===== src/rtl/sram_arb_pkg.sv =====
// Shared types for the two-port SRAM arbiter: request payload and port identifiers.
package sram_arb_pkg;

  localparam int unsigned SRAM_BITS = 32;
  localparam int unsigned SRAM_AW   = 5;

  typedef struct packed {
    logic                 wen;
    logic [SRAM_AW-1:0]   adress;
    logic [SRAM_BITS-1:0] din;
    logic [SRAM_BITS-1:0] mask;
  } sram_req_t;

  typedef enum logic {
    PORT_FETCH = 1'b0,
    PORT_LSU   = 1'b1
  } port_id_t;

endpackage


===== src/rtl/sram_arb2_arb_rr2.sv =====
// 2-way grant logic with last_grant history.
// SRAM_ARB_RR_EN selects round-robin; otherwise port 0 has fixed priority.
module arb_rr2
  import sram_arb_pkg::*;
(
  input  logic     clk,
  input  logic     rst,
  input  logic     valid0,
  input  logic     valid1,
  output logic     gnt0,
  output logic     gnt1
);

`ifdef SRAM_ARB_RR_EN
  localparam bit RR_EN = 1'b1;
`else
  localparam bit RR_EN = 1'b0;
`endif

  port_id_t last_grant;
  logic     pri0;

  // Port 0 wins a conflict unless round-robin says it was served last.
  always_comb begin
    pri0 = 1'b1;
    gnt0 = 1'b0;
    gnt1 = 1'b0;
    if (RR_EN) pri0 = (last_grant == PORT_LSU);
    if (!rst) begin
      gnt0 = valid0 && (!valid1 || pri0);
      gnt1 = valid1 && !gnt0;
    end
  end

  always_ff @(posedge clk) begin
    if (rst) begin
      last_grant <= PORT_LSU;
    end else if (gnt0 || gnt1) begin
      last_grant <= gnt1 ? PORT_LSU : PORT_FETCH;
    end
  end

endmodule


===== src/rtl/sram_arb2.sv =====
// Two-port arbiter/sequencer in front of a single-port SRAM with 1-cycle read.
// Arbitration policy selected by SRAM_ARB_RR_EN (see arb_rr2).
module sram_arb2
  import sram_arb_pkg::*;
#(
  parameter int unsigned BITS         = 32,
  parameter int unsigned ADRESS_WIDTH = 5
) (
  input  logic                    clk,
  input  logic                    rst,
  input  logic                    p0_req_valid,
  output logic                    p0_req_ready,
  input  logic                    p0_req_wen,
  input  logic [ADRESS_WIDTH-1:0] p0_req_adress,
  input  logic [BITS-1:0]         p0_req_din,
  input  logic [BITS-1:0]         p0_req_mask,
  output logic                    p0_rsp_valid,
  output logic [BITS-1:0]         p0_rsp_data,
  input  logic                    p1_req_valid,
  output logic                    p1_req_ready,
  input  logic                    p1_req_wen,
  input  logic [ADRESS_WIDTH-1:0] p1_req_adress,
  input  logic [BITS-1:0]         p1_req_din,
  input  logic [BITS-1:0]         p1_req_mask,
  output logic                    p1_rsp_valid,
  output logic [BITS-1:0]         p1_rsp_data,
  output logic                    sram_cen,
  output logic                    sram_wen,
  output logic [ADRESS_WIDTH-1:0] sram_adress,
  output logic [BITS-1:0]         sram_din,
  output logic [BITS-1:0]         sram_mask,
  input  logic [BITS-1:0]         sram_dout
);

  logic      gnt0, gnt1;
  sram_req_t req0, req1, req_sel;
  logic      pend_vld;
  port_id_t  pend_port;

  arb_rr2 u_arb (
    .clk    (clk),
    .rst    (rst),
    .valid0 (p0_req_valid),
    .valid1 (p1_req_valid),
    .gnt0   (gnt0),
    .gnt1   (gnt1)
  );

  assign p0_req_ready = gnt0;
  assign p1_req_ready = gnt1;

  assign req0 = '{wen: p0_req_wen, adress: SRAM_AW'(p0_req_adress),
                  din: SRAM_BITS'(p0_req_din), mask: SRAM_BITS'(p0_req_mask)};
  assign req1 = '{wen: p1_req_wen, adress: SRAM_AW'(p1_req_adress),
                  din: SRAM_BITS'(p1_req_din), mask: SRAM_BITS'(p1_req_mask)};

  // Idle cycles drive all SRAM pins to zero.
  always_comb begin
    req_sel = '0;
    if (gnt1)      req_sel = req1;
    else if (gnt0) req_sel = req0;
  end

  assign sram_cen    = gnt0 | gnt1;
  assign sram_wen    = req_sel.wen;
  assign sram_adress = ADRESS_WIDTH'(req_sel.adress);
  assign sram_din    = BITS'(req_sel.din);
  assign sram_mask   = BITS'(req_sel.mask);

  // Track the port owed read data on the next cycle.
  always_ff @(posedge clk) begin
    if (rst) begin
      pend_vld  <= 1'b0;
      pend_port <= PORT_FETCH;
    end else begin
      pend_vld <= (gnt0 && !p0_req_wen) || (gnt1 && !p1_req_wen);
      if (gnt0 || gnt1) pend_port <= gnt1 ? PORT_LSU : PORT_FETCH;
    end
  end

  // Response in a reset cycle is dropped.
  always_comb begin
    p0_rsp_valid = pend_vld && !rst && (pend_port == PORT_FETCH);
    p1_rsp_valid = pend_vld && !rst && (pend_port == PORT_LSU);
    p0_rsp_data  = p0_rsp_valid ? sram_dout : '0;
    p1_rsp_data  = p1_rsp_valid ? sram_dout : '0;
  end

endmodule


===== config.mk =====
export PLATFORM = sky130hd
export DESIGN_NAME = sram_arb2
export DESIGN_NICKNAME = d
export VERILOG_FILES = /design/src/rtl/sram_arb_pkg.sv /design/src/rtl/sram_arb2_arb_rr2.sv /design/src/rtl/sram_arb2.sv
export SDC_FILE = /design/constraint.sdc
export NUM_CORES = 1
export LEC_CHECK = 0
export ABC_CLOCK_PERIOD_IN_PS = 3900
export CAP_MARGIN = 10
export CORE_AREA = 4 4 119 121
export DETAILED_ROUTE_END_ITERATION = 10
export DIE_AREA = 0 0 123 125
export GPL_TIMING_DRIVEN = 0
export PLACE_DENSITY = 0.5
export SETUP_SLACK_MARGIN = 0.02
export SYNTH_ARGS = -nofsm -noshare
export SYNTH_HDL_FRONTEND = slang
export SYNTH_HIERARCHICAL = 1
export SYNTH_SLANG_ARGS = --single-unit

===== constraint.sdc =====
create_clock -name clk -period 3.9 [get_ports clk]
set_input_delay 0.78 -clock clk [delete_from_list [all_inputs] [get_ports clk]]
set_output_delay 0.78 -clock clk [all_outputs]
set_load 0.01 [all_outputs]

==> metrics <==
CTS Buf Count=3; Fin Setup TNS=0 ps; IO Port Bufs=314; crit-path max cell delay=570 ps; Worst Skew=0 ps; Pre-Repair DR Iteration Count=4; critical path buffer and inverter count=5; register area share after synthesis=0.03113; RD Place Congestion=0.7870; critical path startpoint category=primary input; hold endpoint=pend_port; fin area=0.004748 mm²; RSZ-0062 raised after global routing=no; Max Root-Sink Buffers=2; FF-to-FF End=pend_port; Reg2Reg Setup Slack=3310 ps; # nets final=709; first-pass GRT wire length=16370 µm; Peak Freq=0.2695 GHz; WL per Instance=16.22 µm; crit path cell chain=clkdlybuf4s50_1 -> nor2b_4 -> nor2b_4 -> buf_6 -> buf_6 -> buf_6 -> a22o_1 -> clkdlybuf4s50_1; post-synth net total=389; Clock Latency Late Sink=220 ps; global route overflow=0; gr usage total=0.1349; io pins=315; clock sinks=2; Final Hold Violating Endpoints=0; FF-to-FF Start=pend_port; Worst Path Required=3120 ps; CTS clock-pin slew for the worst setup and hold paths=30 ps; final wirelength=11470 µm; die height=125 µm; pre-CTS WS=-125.6 ps; Area contributors post-synth=a22o_1 (47%), nor2_1 (19%), nand2_1 (9.9%); Post-route DRC=0; worst slew pin tran=465.5 ps; yosys warns=6; hold_sp=pend_port; 1st-iter DRT viols=49; Post-synth EDFFs=0; CP Max Fanout=10; Rel. slew slack=0.6897; maximum level of the CTS H-tree=1; ratio of cells with drive above 1 in the final layout=0.06403; final setup margin=189.7 ps; CTS root buf=clkbuf_16; Yosys reg bits=2; Rows=42; crit path kind=in2out; peak supply drop=0.00009266 V; count leader, synth=a22o_1; antenna-violating nets left=0; crit end category=output port; Synth async-reset ratio=0; ys flop type=dfxtp_1; critical path's slowest cell=clkdlybuf4s50_1; CTS tree=yes; antenna violations before repair=0; Post-DP Area=0.004649 mm²; Period minus WS final=3710 ps; max-cap viol count=0; worst hold stages=2; vias in the first global route=2904; outcome=completed; Layout area overhead=269.2%; Arrival @ worst endpoint=2930 ps; Cell variety after synth=15; most frequent CP cell=buf_6; Die Width=123 µm; period utilization=0.9513; Hold Crit Class=reg2reg; Post-DP HPWL=10180 µm; R2R depth=2; power density over the cells=126.6 mW/mm²; utilization after layout=0.3629; core area=0.01309 mm²; delay-heaviest family, CP=buffers and inverters; Post-synth top cells=a22o_1 (69), nor2_1 (66), nand2_1 (34), buf_2 (19), buf_6 (6); leakage power=1.740 nW; largest net degree at the start of global routing=11; # diodes=0; full die area=0.01538 mm²; hold_buf cts=0; Starting Density=0.09830; cell area after synthesis=0.001286 mm²; final setup fails=0; Via-to-Cell Ratio=3.970; Mapped Avg Cell Area=6.039 µm²; Vias=2807; Final Slew Violations=0; area share of the largest cell type after synthesis=0.4698; area leader, netlist=a22o_1; Mapped Cells=213
[where the power goes]
group | leakage [nW] | total (mW) | internal [mW] | switching (mW)
Combinational | 1.69 | 0.426 | 0.286 | 0.140
Sequential | 0.0163 | 0.0219 | 0.0215 | 0.000367
Clock | 0.0370 | 0.154 | 0.130 | 0.0233
Total | 1.74 | 0.601 | 0.438 | 0.164
[worst register-to-register path, stage by stage, from the launching register on]
cell and delay (ps):
dfxtp_1 330, nand2b_1 60, a21oi_1 130
[per-layer routing]
| metal | vias up | part of all wire | track usage |
|---|---|---|---|
| li1 | 1395 | - | - |
| met1 | 1235 | 0.35 | 0.1376 |
| met2 | 167 | 0.54 | 0.2686 |
| met3 | 10 | 0.10 | 0.03659 |
| met4 | 0 | 0.010 | 0.02606 |
| met5 | - | 0 | 0 |
[kinds of logic after synthesis]
logic type,share of synthesized area
and+or+nand+nor,0.3463
AOI/OAI and AO/OA,0.4815
buffers and inverters,0.1410
DFF,0.03113
[what timing repair did]
action                                  CTS  global route
pin swaps                                 0             1
gates resized for setup                   1             3
endpoints found under the hold margin     0             0
endpoints found under the setup margin   67            45
buffers inserted                          0             1
[layout make-up]
class | instances | area, µm²
buffer | 28 | 176.4
clock buffer | 3 | 75.07
fill | 1371 | 8337
inverter | 2 | 7.507
multi-input combinational | 181 | 1079
sequential | 2 | 40.04
tap | 176 | 220.2
timing repair buffer | 315 | 3151
[layout by cell type (no fill, tap or decap)]
cell type	n
a22o_1	69
nand2_1	34
clkdlybuf4s50_1	314
nand2b_1	4
clkbuf_1	3
a21oi_1	2
clkbuf_16	3
nor2_1	66
clkbuf_4	1
inv_1	2
nor2b_4	2
buf_4	1
buf_2	18
or2_2	2
dfxtp_1	2
nor3b_4	1
buf_6	6
o21ai_0	1
[state kept, by name, indices dropped and copies added (netlist names)]
| signal | count |
|---|---|
| pend_vld | 1 |
| pend_port | 1 |
[per-stage QoR]
step	power, mW	cells	hold WS, ps
after global placement	0.4467	703	476.4
final	0.6013	707	480.2
after detailed placement	0.4492	703	481.7
after global routing	0.6328	707	523.6
after CTS	0.6089	706	485.5
after floorplan	0.1421	213	453.1
[worst max-delay path by stage]
stage,start,endpoint,slack [ps],cells after the start
floorplan,p0_req_valid,sram_adress[0],1280,6
global placement,rst,sram_adress[3],-160,8
detailed placement,rst,sram_din[28],-130,8
CTS,rst,sram_mask[10],40,6
global route,rst,sram_adress[0],30,8
finish,rst,sram_din[30],190,8
(Power assumes the default switching activity.)
